<file path="src/rtl/pipe_hold_ctrl_if.sv">
// Pipeline hold/flush control bundle.
// The master side is the pipeline (it raises the stall/redirect events and
// consumes the hold codes); the slave side is pipe_hold_ctrl.
interface pipe_hold_ctrl_if;
  // Events raised by the pipeline stages
  logic        mem_wait_i;
  logic        jump_req_i;
  logic [31:0] jump_addr_i;
  logic        mdu_start_i;
  logic [5:0]  mdu_cycles_i;
  logic        load_use_i;
  logic        irq_req_i;
  logic [31:0] irq_vec_i;

  // Per-stage hold codes and PC redirect
  logic [1:0]  hold_pc_o;
  logic [1:0]  hold_if_id_o;
  logic [1:0]  hold_id_ex_o;
  logic [1:0]  hold_ex_mem_o;
  logic [1:0]  hold_mem_wb_o;
  logic        jump_flag_o;
  logic [31:0] jump_addr_o;
  logic        irq_ack_o;
  logic        busy_o;

  modport master (
    output mem_wait_i, jump_req_i, jump_addr_i, mdu_start_i, mdu_cycles_i,
           load_use_i, irq_req_i, irq_vec_i,
    input  hold_pc_o, hold_if_id_o, hold_id_ex_o, hold_ex_mem_o, hold_mem_wb_o,
           jump_flag_o, jump_addr_o, irq_ack_o, busy_o
  );

  modport slave (
    input  mem_wait_i, jump_req_i, jump_addr_i, mdu_start_i, mdu_cycles_i,
           load_use_i, irq_req_i, irq_vec_i,
    output hold_pc_o, hold_if_id_o, hold_id_ex_o, hold_ex_mem_o, hold_mem_wb_o,
           jump_flag_o, jump_addr_o, irq_ack_o, busy_o
  );
endinterface

</file>
<file path="src/rtl/pipe_hold_ctrl.sv">
// pipe_hold_ctrl: central stall/flush/redirect controller for a 5-stage pipe.
// All outputs are combinational from the registered state/counter and the
// same-cycle events, so hold codes reach the pipeline registers with zero
// latency. Only state_q and cnt_q are registered.
// Optional interrupt entry sequence: define PIPE_HOLD_CTRL_IRQ_EN.
module pipe_hold_ctrl (
  input  logic               clk,
  input  logic               rst,
  pipe_hold_ctrl_if.slave    bus
);

  localparam logic [1:0] HOLD_NO    = 2'b00;
  localparam logic [1:0] HOLD_WAIT  = 2'b01;
  localparam logic [1:0] HOLD_FLUSH = 2'b10;

`ifdef PIPE_HOLD_CTRL_IRQ_EN
  typedef enum logic [1:0] {
    ST_IDLE = 2'd0,
    ST_MDU  = 2'd1,
    ST_IRQ  = 2'd2
  } state_t;
`else
  typedef enum logic [1:0] {
    ST_IDLE = 2'd0,
    ST_MDU  = 2'd1
  } state_t;

  // Interrupt inputs have no function without the IRQ sequence.
  logic unused_irq;
  assign unused_irq = ^{bus.irq_req_i, bus.irq_vec_i};
`endif

  state_t      state_q, state_d;
  logic [5:0]  cnt_q, cnt_d;

  // A multi-cycle op needs a stall only when it takes two or more cycles;
  // three or more cycles need the MDU state to count the remainder.
  logic mdu_stall;
  logic mdu_long;
  assign mdu_stall = (bus.mdu_cycles_i >= 6'd2);
  assign mdu_long  = (bus.mdu_cycles_i >= 6'd3);

  // Next-state and counter: frozen by mem_wait, events act only from IDLE.
  always_comb begin
    state_d = state_q;
    cnt_d   = cnt_q;
    if (!bus.mem_wait_i) begin
      unique case (state_q)
        ST_IDLE: begin
          if (bus.jump_req_i) begin
            state_d = ST_IDLE;
          end else if (bus.mdu_start_i) begin
            if (mdu_long) begin
              state_d = ST_MDU;
              cnt_d   = bus.mdu_cycles_i - 6'd2;
            end
`ifdef PIPE_HOLD_CTRL_IRQ_EN
          end else if (bus.irq_req_i) begin
            state_d = ST_IRQ;
`endif
          end
        end
        ST_MDU: begin
          if (cnt_q <= 6'd1) begin
            state_d = ST_IDLE;
            cnt_d   = 6'd0;
          end else begin
            cnt_d   = cnt_q - 6'd1;
          end
        end
`ifdef PIPE_HOLD_CTRL_IRQ_EN
        ST_IRQ: begin
          state_d = ST_IDLE;
        end
`endif
        default: begin
          state_d = ST_IDLE;
          cnt_d   = 6'd0;
        end
      endcase
    end
  end

  // State and counter registers; reset abandons any sequence immediately.
  always_ff @(posedge clk or posedge rst) begin
    if (rst) begin
      state_q <= ST_IDLE;
      cnt_q   <= 6'd0;
    end else begin
      state_q <= state_d;
      cnt_q   <= cnt_d;
    end
  end

  // Hold codes and redirect: reset flushes everything, mem_wait freezes the
  // front four stages and drains MEM/WB, otherwise the state decides.
  always_comb begin
    bus.hold_pc_o     = HOLD_NO;
    bus.hold_if_id_o  = HOLD_NO;
    bus.hold_id_ex_o  = HOLD_NO;
    bus.hold_ex_mem_o = HOLD_NO;
    bus.hold_mem_wb_o = HOLD_NO;
    bus.jump_flag_o   = 1'b0;
    bus.jump_addr_o   = 32'd0;
    bus.irq_ack_o     = 1'b0;
    bus.busy_o        = 1'b0;

    if (rst) begin
      bus.hold_pc_o     = HOLD_FLUSH;
      bus.hold_if_id_o  = HOLD_FLUSH;
      bus.hold_id_ex_o  = HOLD_FLUSH;
      bus.hold_ex_mem_o = HOLD_FLUSH;
      bus.hold_mem_wb_o = HOLD_FLUSH;
    end else begin
      bus.busy_o = (state_q != ST_IDLE);
      if (bus.mem_wait_i) begin
        bus.hold_pc_o     = HOLD_WAIT;
        bus.hold_if_id_o  = HOLD_WAIT;
        bus.hold_id_ex_o  = HOLD_WAIT;
        bus.hold_ex_mem_o = HOLD_WAIT;
        bus.hold_mem_wb_o = HOLD_FLUSH;
      end else begin
        unique case (state_q)
          ST_IDLE: begin
            if (bus.jump_req_i) begin
              // Wrong-path instructions in IF/ID and ID/EX are discarded.
              bus.jump_flag_o  = 1'b1;
              bus.jump_addr_o  = bus.jump_addr_i;
              bus.hold_if_id_o = HOLD_FLUSH;
              bus.hold_id_ex_o = HOLD_FLUSH;
            end else if (bus.mdu_start_i) begin
              if (mdu_stall) begin
                // Keep the op in EX; bubble into MEM while it computes.
                bus.hold_pc_o     = HOLD_WAIT;
                bus.hold_if_id_o  = HOLD_WAIT;
                bus.hold_id_ex_o  = HOLD_WAIT;
                bus.hold_ex_mem_o = HOLD_FLUSH;
              end
`ifdef PIPE_HOLD_CTRL_IRQ_EN
            end else if (bus.irq_req_i) begin
              // Freeze fetch and squash younger work before redirecting.
              bus.hold_pc_o     = HOLD_WAIT;
              bus.hold_if_id_o  = HOLD_FLUSH;
              bus.hold_id_ex_o  = HOLD_FLUSH;
              bus.hold_ex_mem_o = HOLD_FLUSH;
`endif
            end else if (bus.load_use_i) begin
              // One bubble into EX so the load result can be forwarded.
              bus.hold_pc_o    = HOLD_WAIT;
              bus.hold_if_id_o = HOLD_WAIT;
              bus.hold_id_ex_o = HOLD_FLUSH;
            end
          end
          ST_MDU: begin
            bus.hold_pc_o     = HOLD_WAIT;
            bus.hold_if_id_o  = HOLD_WAIT;
            bus.hold_id_ex_o  = HOLD_WAIT;
            bus.hold_ex_mem_o = HOLD_FLUSH;
          end
`ifdef PIPE_HOLD_CTRL_IRQ_EN
          ST_IRQ: begin
            bus.jump_flag_o  = 1'b1;
            bus.jump_addr_o  = bus.irq_vec_i;
            bus.irq_ack_o    = 1'b1;
            bus.hold_if_id_o = HOLD_FLUSH;
          end
`endif
          default: begin
            bus.hold_pc_o = HOLD_NO;
          end
        endcase
      end
    end
  end

endmodule

</file>
<file path="src/flat_wrapper.sv">
// flat-port wrapper written by rule: the top's interface ports become plain ports
module pipe_hold_ctrl_flat 
  (clk, rst, bus_mem_wait_i, bus_jump_req_i, bus_jump_addr_i, bus_mdu_start_i, bus_mdu_cycles_i, bus_load_use_i, bus_irq_req_i, bus_irq_vec_i, bus_hold_pc_o, bus_hold_if_id_o, bus_hold_id_ex_o, bus_hold_ex_mem_o, bus_hold_mem_wb_o, bus_jump_flag_o, bus_jump_addr_o, bus_irq_ack_o, bus_busy_o);
  pipe_hold_ctrl_if bus_i ();
  input  logic clk;
  input  logic rst;
  input wire logic [$bits(bus_i.mem_wait_i)-1:0] bus_mem_wait_i;
  input wire logic [$bits(bus_i.jump_req_i)-1:0] bus_jump_req_i;
  input wire logic [$bits(bus_i.jump_addr_i)-1:0] bus_jump_addr_i;
  input wire logic [$bits(bus_i.mdu_start_i)-1:0] bus_mdu_start_i;
  input wire logic [$bits(bus_i.mdu_cycles_i)-1:0] bus_mdu_cycles_i;
  input wire logic [$bits(bus_i.load_use_i)-1:0] bus_load_use_i;
  input wire logic [$bits(bus_i.irq_req_i)-1:0] bus_irq_req_i;
  input wire logic [$bits(bus_i.irq_vec_i)-1:0] bus_irq_vec_i;
  output wire logic [$bits(bus_i.hold_pc_o)-1:0] bus_hold_pc_o;
  output wire logic [$bits(bus_i.hold_if_id_o)-1:0] bus_hold_if_id_o;
  output wire logic [$bits(bus_i.hold_id_ex_o)-1:0] bus_hold_id_ex_o;
  output wire logic [$bits(bus_i.hold_ex_mem_o)-1:0] bus_hold_ex_mem_o;
  output wire logic [$bits(bus_i.hold_mem_wb_o)-1:0] bus_hold_mem_wb_o;
  output wire logic [$bits(bus_i.jump_flag_o)-1:0] bus_jump_flag_o;
  output wire logic [$bits(bus_i.jump_addr_o)-1:0] bus_jump_addr_o;
  output wire logic [$bits(bus_i.irq_ack_o)-1:0] bus_irq_ack_o;
  output wire logic [$bits(bus_i.busy_o)-1:0] bus_busy_o;
  assign bus_i.mem_wait_i = bus_mem_wait_i;
  assign bus_i.jump_req_i = bus_jump_req_i;
  assign bus_i.jump_addr_i = bus_jump_addr_i;
  assign bus_i.mdu_start_i = bus_mdu_start_i;
  assign bus_i.mdu_cycles_i = bus_mdu_cycles_i;
  assign bus_i.load_use_i = bus_load_use_i;
  assign bus_i.irq_req_i = bus_irq_req_i;
  assign bus_i.irq_vec_i = bus_irq_vec_i;
  assign bus_hold_pc_o = bus_i.hold_pc_o;
  assign bus_hold_if_id_o = bus_i.hold_if_id_o;
  assign bus_hold_id_ex_o = bus_i.hold_id_ex_o;
  assign bus_hold_ex_mem_o = bus_i.hold_ex_mem_o;
  assign bus_hold_mem_wb_o = bus_i.hold_mem_wb_o;
  assign bus_jump_flag_o = bus_i.jump_flag_o;
  assign bus_jump_addr_o = bus_i.jump_addr_o;
  assign bus_irq_ack_o = bus_i.irq_ack_o;
  assign bus_busy_o = bus_i.busy_o;
  pipe_hold_ctrl u_core (.clk(clk), .rst(rst), .bus(bus_i));
endmodule
</file>
<file path="config.mk">
export PLATFORM = sky130hd
export DESIGN_NAME = pipe_hold_ctrl_flat
export DESIGN_NICKNAME = d
export VERILOG_FILES = /design/src/rtl/pipe_hold_ctrl_if.sv /design/src/rtl/pipe_hold_ctrl.sv /design/src/flat_wrapper.sv
export SDC_FILE = /design/constraint.sdc
export NUM_CORES = 1
export LEC_CHECK = 0
export CAP_MARGIN = 20
export CELL_PAD_IN_SITES_DETAIL_PLACEMENT = 1
export CELL_PAD_IN_SITES_GLOBAL_PLACEMENT = 2
export CORE_ASPECT_RATIO = 0.5
export CORE_MARGIN = 2
export CORE_UTILIZATION = 10
export CTS_CLUSTER_DIAMETER = 80
export DETAILED_ROUTE_END_ITERATION = 12
export PLACE_DENSITY_LB_ADDON = 0.3
export SLEW_MARGIN = 20
export SYNTH_ARGS = -nofsm -noshare
export SYNTH_HDL_FRONTEND = slang
export SYNTH_SLANG_ARGS = --single-unit
</file>
<file path="constraint.sdc">
create_clock -name clk -period 1.65 [get_ports clk]
set_clock_uncertainty 0.15 [all_clocks]
set_input_delay 0.2475 -clock clk [delete_from_list [all_inputs] [get_ports clk]]
set_output_delay 0.2475 -clock clk [all_outputs]
set_load 0.03 [all_outputs]
</file>
-- Yosys cells after proc, flatten, opt, wreduce, memory -nomap -nowiden
Cells that the tools add are included.
W data, S select, Z words.
- register bits after elaboration: 8
- latch bits: 0
- RAM bits: 0
- bits in read-only memories: 0
- output and inout bits: 45
- memories kept: 0
- add/subtract/negate cells: 2
- multiply operators: 0
- div/mod/pow operators: 0
- magnitude comparators: 3
- equal/unequal tests: 7
- shift-type cells: 0
- multiplexer cells: 44
- bitwise gates (word level): 1
- reduce and logical (&&, ||, !) cells: 4
- operators with widths (kind ; count):
    $mux W32 ; 4
    $mux W2 ; 23
    $mux W6 ; 4
    $pmux W2 S2 ; 5
    $ge A6 B2 Y1 const B ; 2
    $pmux W6 S2 ; 1
    $reduce_and A4 Y1 ; 2
    $mux W1 ; 7
    $le A6 B1 Y1 const B ; 1
    $sub A6 B1 Y6 const B ; 1
    $sub A6 B2 Y6 const B ; 1
    $ne A2 B1 Y1 const B ; 2
    $ne A2 B2 Y1 const B ; 2
    $ne A3 B2 Y1 const B ; 1
    $ne A3 B3 Y1 const B ; 1
    $eq A2 B1 Y1 const B ; 1
    $logic_not A2 Y1 ; 1
    $reduce_bool A2 Y1 ; 1
    $not A1 Y1 ; 1

-- Longest topological paths before layout
Gate-level depths: netlist of run 1.
- word-level depth: 7
- gate-level depth with buffers: 6
- mapped depth without buffers: 6

-- Worst setup path after synthesis of run 1
OpenSTA, ideal clock, no wires.
- kind: register -> output
- start point: register u_core.state_q[0]
- end point: output port bus_hold_id_ex_o[1]
- arrival: 1.827 ns
- slack: -0.574 ns
- stages on the path, launching flop included: 3
- path buffers: 1
- cell sequence: dfrtp_1 -> buf_1 -> o311ai_0
- longest elaborated chain between the ends: 4
- RTL lines (element ; line ; text):
    start, declared ; pipe_hold_ctrl.sv:33 ; state_t state_q, state_d;
    start signal, assigned ; pipe_hold_ctrl.sv:90 ; state_q <= state_d;
    $eq A2 B1 Y1 or $logic_not A2 Y1 (tied branches) ; pipe_hold_ctrl.sv:123 ; unique case (state_q)
    $pmux W2 S2 (*) ; pipe_hold_ctrl.sv:123 ;
    $mux W2 (*) ; pipe_hold_ctrl.sv:116 ; if (bus.mem_wait_i) begin
    $mux W2 (*) ; pipe_hold_ctrl.sv:108 ; if (rst) begin
    end, declared ; flat_wrapper.sv:17 ; output wire logic [$bits(bus_i.hold_id_ex_o)-1:0] bus_hold_id_ex_o;
Every way passes the cells marked *; elsewhere a longest branch is shown, timed or not.

-- Worst setup path after layout of run 1
- start point: register u_core.state_q[0]
- end point: output port bus_jump_addr_o[19]
- longest elaborated chain between the ends: 4
- RTL lines (element ; line ; text):
    $logic_not A2 Y1 ; pipe_hold_ctrl.sv:123 ;
    $mux W32 ; pipe_hold_ctrl.sv:123 ;
    $mux W32 ; pipe_hold_ctrl.sv:116 ;
    $mux W32 ; pipe_hold_ctrl.sv:108 ;
    end, declared ; flat_wrapper.sv:21 ; output wire logic [$bits(bus_i.jump_addr_o)-1:0] bus_jump_addr_o;
Every way passes these cells.

==> results of run 1 <==
flip-flops by register name, indices dropped and copies added (netlist names):
register / flops
u_core.cnt_q: 6
u_core.state_q: 1
logic make-up after synthesis:
kind of cell	count (synthesis)	synth area share [%]
AO/OA/AOI/OAI	25	22.36
AND/OR/NAND/NOR	68	42.78
other	1	0.4163
flip-flops	7	19.44
XOR/XNOR	3	2.917
buffers and inverters	15	7.917
adder cells (fa/ha/maj)	3	4.167
stage by stage:
| step | worst slack, ns | hold WS, ns | setup TNS [ns] | instances | cell area, sq um |
|---|---|---|---|---|---|
| floorplan | -0.1580 | -0.05978 | -0.7499 | 123 | 1011 |
| global placement | -0.9913 | 0.4396 | -24.06 | 349 | 2101 |
| detailed placement | -0.9696 | 0.4581 | -24.15 | 349 | 2101 |
| CTS | -0.3452 | 0.1485 | -12.12 | 366 | 2529 |
| global route | -0.3832 | 0.2071 | -12.92 | 368 | 2600 |
| finish | -0.3007 | 0.1655 | -9.517 | 368 | 2600 |
metal layers:
layer,vias up,track usage [%]
li1,672,-
met3,0,1.083
met5,-,0
met4,0,2.041
met1,660,10.95
met2,36,19.75
worst min-delay path, cell delays in order:
cell	delay, ns
dlygate4sd2_1	0.31
inv_1	0.12
buf_4	0.22
placed cells by master (no fill, tap or decap), types with 2 or more instances in the layout:
| cell | netlist | final |
|---|---|---|
| clkdlybuf4s50_1 | 0 | 33 |
| buf_12 | 0 | 2 |
| dlygate4sd2_1 | 0 | 4 |
| inv_1 | 7 | 6 |
| clkbuf_16 | 0 | 4 |
| nor3b_1 | 2 | 2 |
| dfrtp_1 | 7 | 7 |
| buf_2 | 0 | 2 |
| o21ai_2 | 1 | 3 |
| nand3_1 | 2 | 2 |
| ha_1 | 3 | 3 |
| a21oi_1 | 5 | 4 |
| conb_1 | 1 | 2 |
| nand2_4 | 0 | 2 |
| buf_6 | 0 | 48 |
| nor3_1 | 6 | 6 |
| nand2_1 | 9 | 6 |
| nor2_1 | 7 | 5 |
| xnor2_1 | 2 | 2 |
| a22o_1 | 2 | 2 |
| buf_4 | 4 | 38 |
| and2_4 | 0 | 32 |
| nor2b_1 | 2 | 2 |
| a21o_1 | 2 | 2 |
what timing repair did:
action,in CTS,in global routing
hold buffers,0,0
setup buffers,18,7
pin swaps,16,29
setup endpoints to repair,47,46
cloned,2,1
resized for setup,104,20
final timing paths:
check / slack, ns / to / cells after the start
setup / recovery: -0.30 / bus_jump_addr_o[19] / 8
hold / removal: 0.17 / u_core.cnt_q[0] / 3
setup reg to reg: -0.15 / u_core.cnt_q[3] / 5
hold reg to reg: 0.44 / u_core.cnt_q[1] / 2
max in group asynchronous: 1.02 / u_core.cnt_q[2] / 3
min in group clk: 0.27 / u_core.cnt_q[0] / 3
power by group:
part / total (mW) / switching [mW] / internal, mW
Combinational: 1.62 / 0.758 / 0.860
Clock: 0.423 / 0.101 / 0.322
Sequential: 0.318 / 0.0604 / 0.258
Total: 2.36 / 0.919 / 1.44
area by class of cell:
cell class / instances / area (sq um) / share of cell area [%]
timing repair buffer: 132 / 1331 / 51.20
clock buffer: 4 / 78.83 / 3.032
tap: 117 / 146.4 / 5.630
multi-input combinational: 101 / 839.6 / 32.29
sequential: 7 / 175.2 / 6.737
inverter: 7 / 28.78 / 1.107
==> flow_summary.yaml, run 1 <==
placement:
  place_congestion: 0.7346
  dp.final_hpwl_microns: 3590
  port_buffers: 86
sta:
  period_share_pct: 118.2
  period_needed_ns: 1.951
  worst_slack_ns: -0.3007
  grt_setup_unrepaired: "true"
  slew_viol_final: 0
  hold_viol: 0
  max_freq_mhz: 512.6
  finalSetupViolCount: 42
drt:
  drt_iter0_markers: 30
  wl_met3_microns: 175
  num_vias: 1368
  drc: 0
  wl_met1_microns: 1895
  viasPerCell: 3.717
  ant_nets: 0
  wl_met2_microns: 2801
  drt-wirelength-per-cell_microns: 13.24
  dr.pass1.iters: 4
  totalWireLength_microns: 4872
  routed.top_layer: "met3"
critical_path:
  cp_top_family: "buffers and inverters"
  crit_chain: "nor2_2 -> buf_6 -> nand2_4 -> nor2_4 -> buf_12 -> clkbuf_16 -> and2_4 -> buf_6"
  worst_path_most_repeated_cell: "buf_6"
  r2r_start: "u_core.cnt_q[5]"
  critPathArrivalTime_ns: 1.55
  path_buf_inv: 4
  cp_max_fo: 8
  slowest_stage: "dfrtp_1"
  worst-setup-path-type: "reg2out"
  max_stage_delay_ns: 0.37
  cp.required_ns: 1.25
  cp-start-kind: "flop"
  cp-end-kind: "output pin"
  startpoint: "u_core.state_q[0]"
pwr:
  p_leak_nw: 1.194
  fin_total_pwr_mw: 2.359
  p_per_area_nw_per_um2: 907.2
  peakVddDrop_uv: 359.5
layout:
  diodes: 0
  drive_gt1_share_pct: 59.36
  fill_cells: 1015
  final_util_pct: 29.75
  nets: 332
  syn_to_final_growth_pct: 188.6
synthesis:
  syn_area_sq_um: 900.9
  synth_area_per_cell_sq_um: 7.384
  yosysMostFrequentCell: "and2_1"
  synth_top_area_cell: "and2_1"
  synth_ff_type: "dfrtp_1"
  ys_warn_count: 0
  synth_edf_count: 0
  synthCells: 122
  async_reset_ff_share_pct: 100.0
  synthTopCellsByArea: "and2_1 23%, dfrtp_1 19%, ha_1 4.2%"
  yosysSeqAreaShare_pct: 19.44
  synth-seq-cells: 7
  synth_common_cells: "33 x and2_1, 9 x nand2_1, 7 x dfrtp_1, 7 x inv_1, 7 x nor2_1"
  netlist.area_leader.share_pct: 22.92
  synth_cell_types: 37
floorplanning:
  rows: 24
  die_w_microns: 138.2
  die_h_microns: 71.12
  ioPinCount: 122
  initial_core_util_pct: 10.31
  core_sq_um: 8738
  die_area_sq_um: 9830
clock_tree:
  cts_max_level: 1
  max-clock-path-buffers: 2
  cts_root_buf: "clkbuf_16"
  clk_pin_slew_ns: 0.04
  numCtsBuffers: 3
  cts.sinks: 7
  insertion_delay_ns: 0.23
  cts_tree: "yes"
worst_hold_path:
  hold_path.class: "in2async"
grt:
  grt_pass1_wl_microns: 7734
  grt_overflow_total: 0
  grt.total_usage_pct: 9.676
  antenna_found_initial: 0
  grt_max_degree: 17
  grt_pass1_vias: 1488
status:
  status: "finished with violations"
  violations: "negative setup slack"
run:
  max_cap_violations: 0
No activity file was read; power rests on OpenSTA's default activity.
==> run 2: changes to the inputs <==
CTS_CLUSTER_SIZE = 16   (was unset)
SLEW_MARGIN = 10   (was 20)
==> results of run 2 <==
Same layout as run 1: the final DEF is identical, and so are final timing and power.
==> RTL edit, RTL diff (config.mk and constraints of run 1) <==
Build with the macro `PIPE_HOLD_CTRL_IRQ_EN` defined.
--- a/src/rtl/pipe_hold_ctrl.sv
+++ b/src/rtl/pipe_hold_ctrl.sv
@@ -5,2 +5,4 @@
 // Optional interrupt entry sequence: define PIPE_HOLD_CTRL_IRQ_EN.
+`define PIPE_HOLD_CTRL_IRQ_EN
+
 module pipe_hold_ctrl (
Check against the original RTL: not equivalent (a bounded check fails within 4 cycles, from zero or initial values and one cycle with rst high).
==> RTL edit against run 1 <==
The run still ends with negative setup slack left. Setup slack improved by 0.0067 ns. Sequential cell count increased by 1. Total power increased by 26%. Critical path depth decreased by 2. Cell area increased by 50%. Synthesized area increased by 40%. Cell count increased by 40%. First-iteration DRC count increased by 110%. Routed wire length increased by 63%. Largest cell class unchanged.
==> RTL edit: results (changes against run 1) <==
metric;value;unit;change
p_int;1732;uW;was 1440 uW
top_regs;u_core.cnt_q (6), u_core.state_q (2);;was u_core.cnt_q (6), u_core.state_q (1)
grt_usage;11.16;%;was 9.676%
dp_cells;494;;was 349
multi_input_area_share;39.88;%;was 32.29%
place.gp.congestion;0.8012;;was 0.7346
post-route-util;32.28;%;was 29.75%
ys_top_cells_by_area;a22oi_1 (19%), dfrtp_1 (16%), nor2_1 (14%), clkbuf_1 (3.0%), ha_1 (3.0%);;was and2_1 (23%), dfrtp_1 (19%), ha_1 (4.2%), nand2_1 (3.8%), nor3_1 (3.3%)
signal_buffers;182;;was 132
ir_worst_vdd;0.4078;mV;was 0.3595 mV
synth_xor_area_share;2.087;%;was 2.917%
seq_area_share;5.243;%;was 6.737%
clk_share;1.930;%;was 3.032%
synth_common_cells;nor2_1 (46), a22oi_1 (32), clkbuf_1 (10), inv_1 (10), nand2_1 (9);;was and2_1 (33), nand2_1 (9), dfrtp_1 (7), inv_1 (7), nor2_1 (7)
r2r-end;u_core.cnt_q[3]$_DFFE_PP0P_;;unchanged
dpl_worst_slack;-0.5036;ns;was -0.9696 ns
cp_max_fo;12;;was 8
multi_input_gates;146;;was 101
buf_share;46.16;%;was 51.20%
leakage;0.001406;uW;was 0.001194 uW
place_area;3269;um^2;was 2101 um^2
crit_end;bus_jump_addr_o[18];;was bus_jump_addr_o[19]
syn_area_per_cell;6.954;um^2;was 7.384 um^2
regToRegSetupSlack;-0.20;ns;was -0.15 ns
cts-resized-gates;87;;was 104
layoutNonFillerInstCount;516;;was 368
num_vias;2094;;was 1,368
inverters;12;;was 7
ys_seq_elements;8;;was 7
ys_seq_area_share;15.90;%;was 19.44%
dpl.hpwl;6.179;mm;was 3.590 mm
whs;0.2400;ns;was 0.1655 ns
outcome;finished, violations left;;unchanged
tns;-10.29;ns;was -9.517 ns
postCtsSetupBuffers;14;;was 18
synth_compound_area_share;41.55;%;was 22.36%
finalNetCount;433;;was 332
grt_pass1_wl;12.21;mm;was 7.734 mm
fin_ws;-0.2940;ns;was -0.3007 ns
layout-drive-gt1-share;63.82;%;was 59.36%
synthMuxAreaShare;1.789;%;was 0%
drtIter0Drc;62;;was 30
reg2regPathDepth;4;;was 5
synthAdderAreaFrac;2.982;%;was 4.167%
clkbuf_count;3;;was 4
port-buffer-count;120;;was 86
grt_pass1_vias;2393;;was 1,488
wirelength;7.933;mm;was 4.872 mm
violations;negative setup slack;;unchanged
yosysUniqueCellTypes;40;;was 37
fillCellCount;1371;;was 1,015
grt_max_degree;24;;was 17
finalSetupViolations;47;;was 42
-- RTL edit: changes by cell type in the layout (fill, tap and decap cells not counted), sizes merged, moves of 3 or more --
cell                  run 1  this run
buf                      92       108
nor2                      7        46
o221ai                    1         4
a221oi                    1         4
clkdlybuf4s50            33        66
nor3                      6         2
a22oi                     0        32
inv                       7        11
and2                     33         0
-- RTL edit: power by group through the flow --
stage	Sequential (uW)	Clock (uW)	Combinational [uW]
2_1_floorplan	317	0	926
3_3_place_gp	352	0	1500
3_5_place_dp	353	0	1550
4_1_cts	359	433	1950
5_1_grt	373	447	2340
6_report	362	421	2180
-- RTL edit: per-layer routing --
layer	routed length (um)	GRT usage, %
met1	3013	11.63
met3	418	1.948
met4	82	1.850
met2	4418	23.29
met5	0	0
-- RTL edit: critical path, stage by stage, from the launching register on --
cell and delay (ns):
dfrtp_2 0.47, clkinv_4 0.06, and3_4 0.18, buf_12 0.16, a22oi_1 0.24, nor2_4 0.05
buf_6 0.14
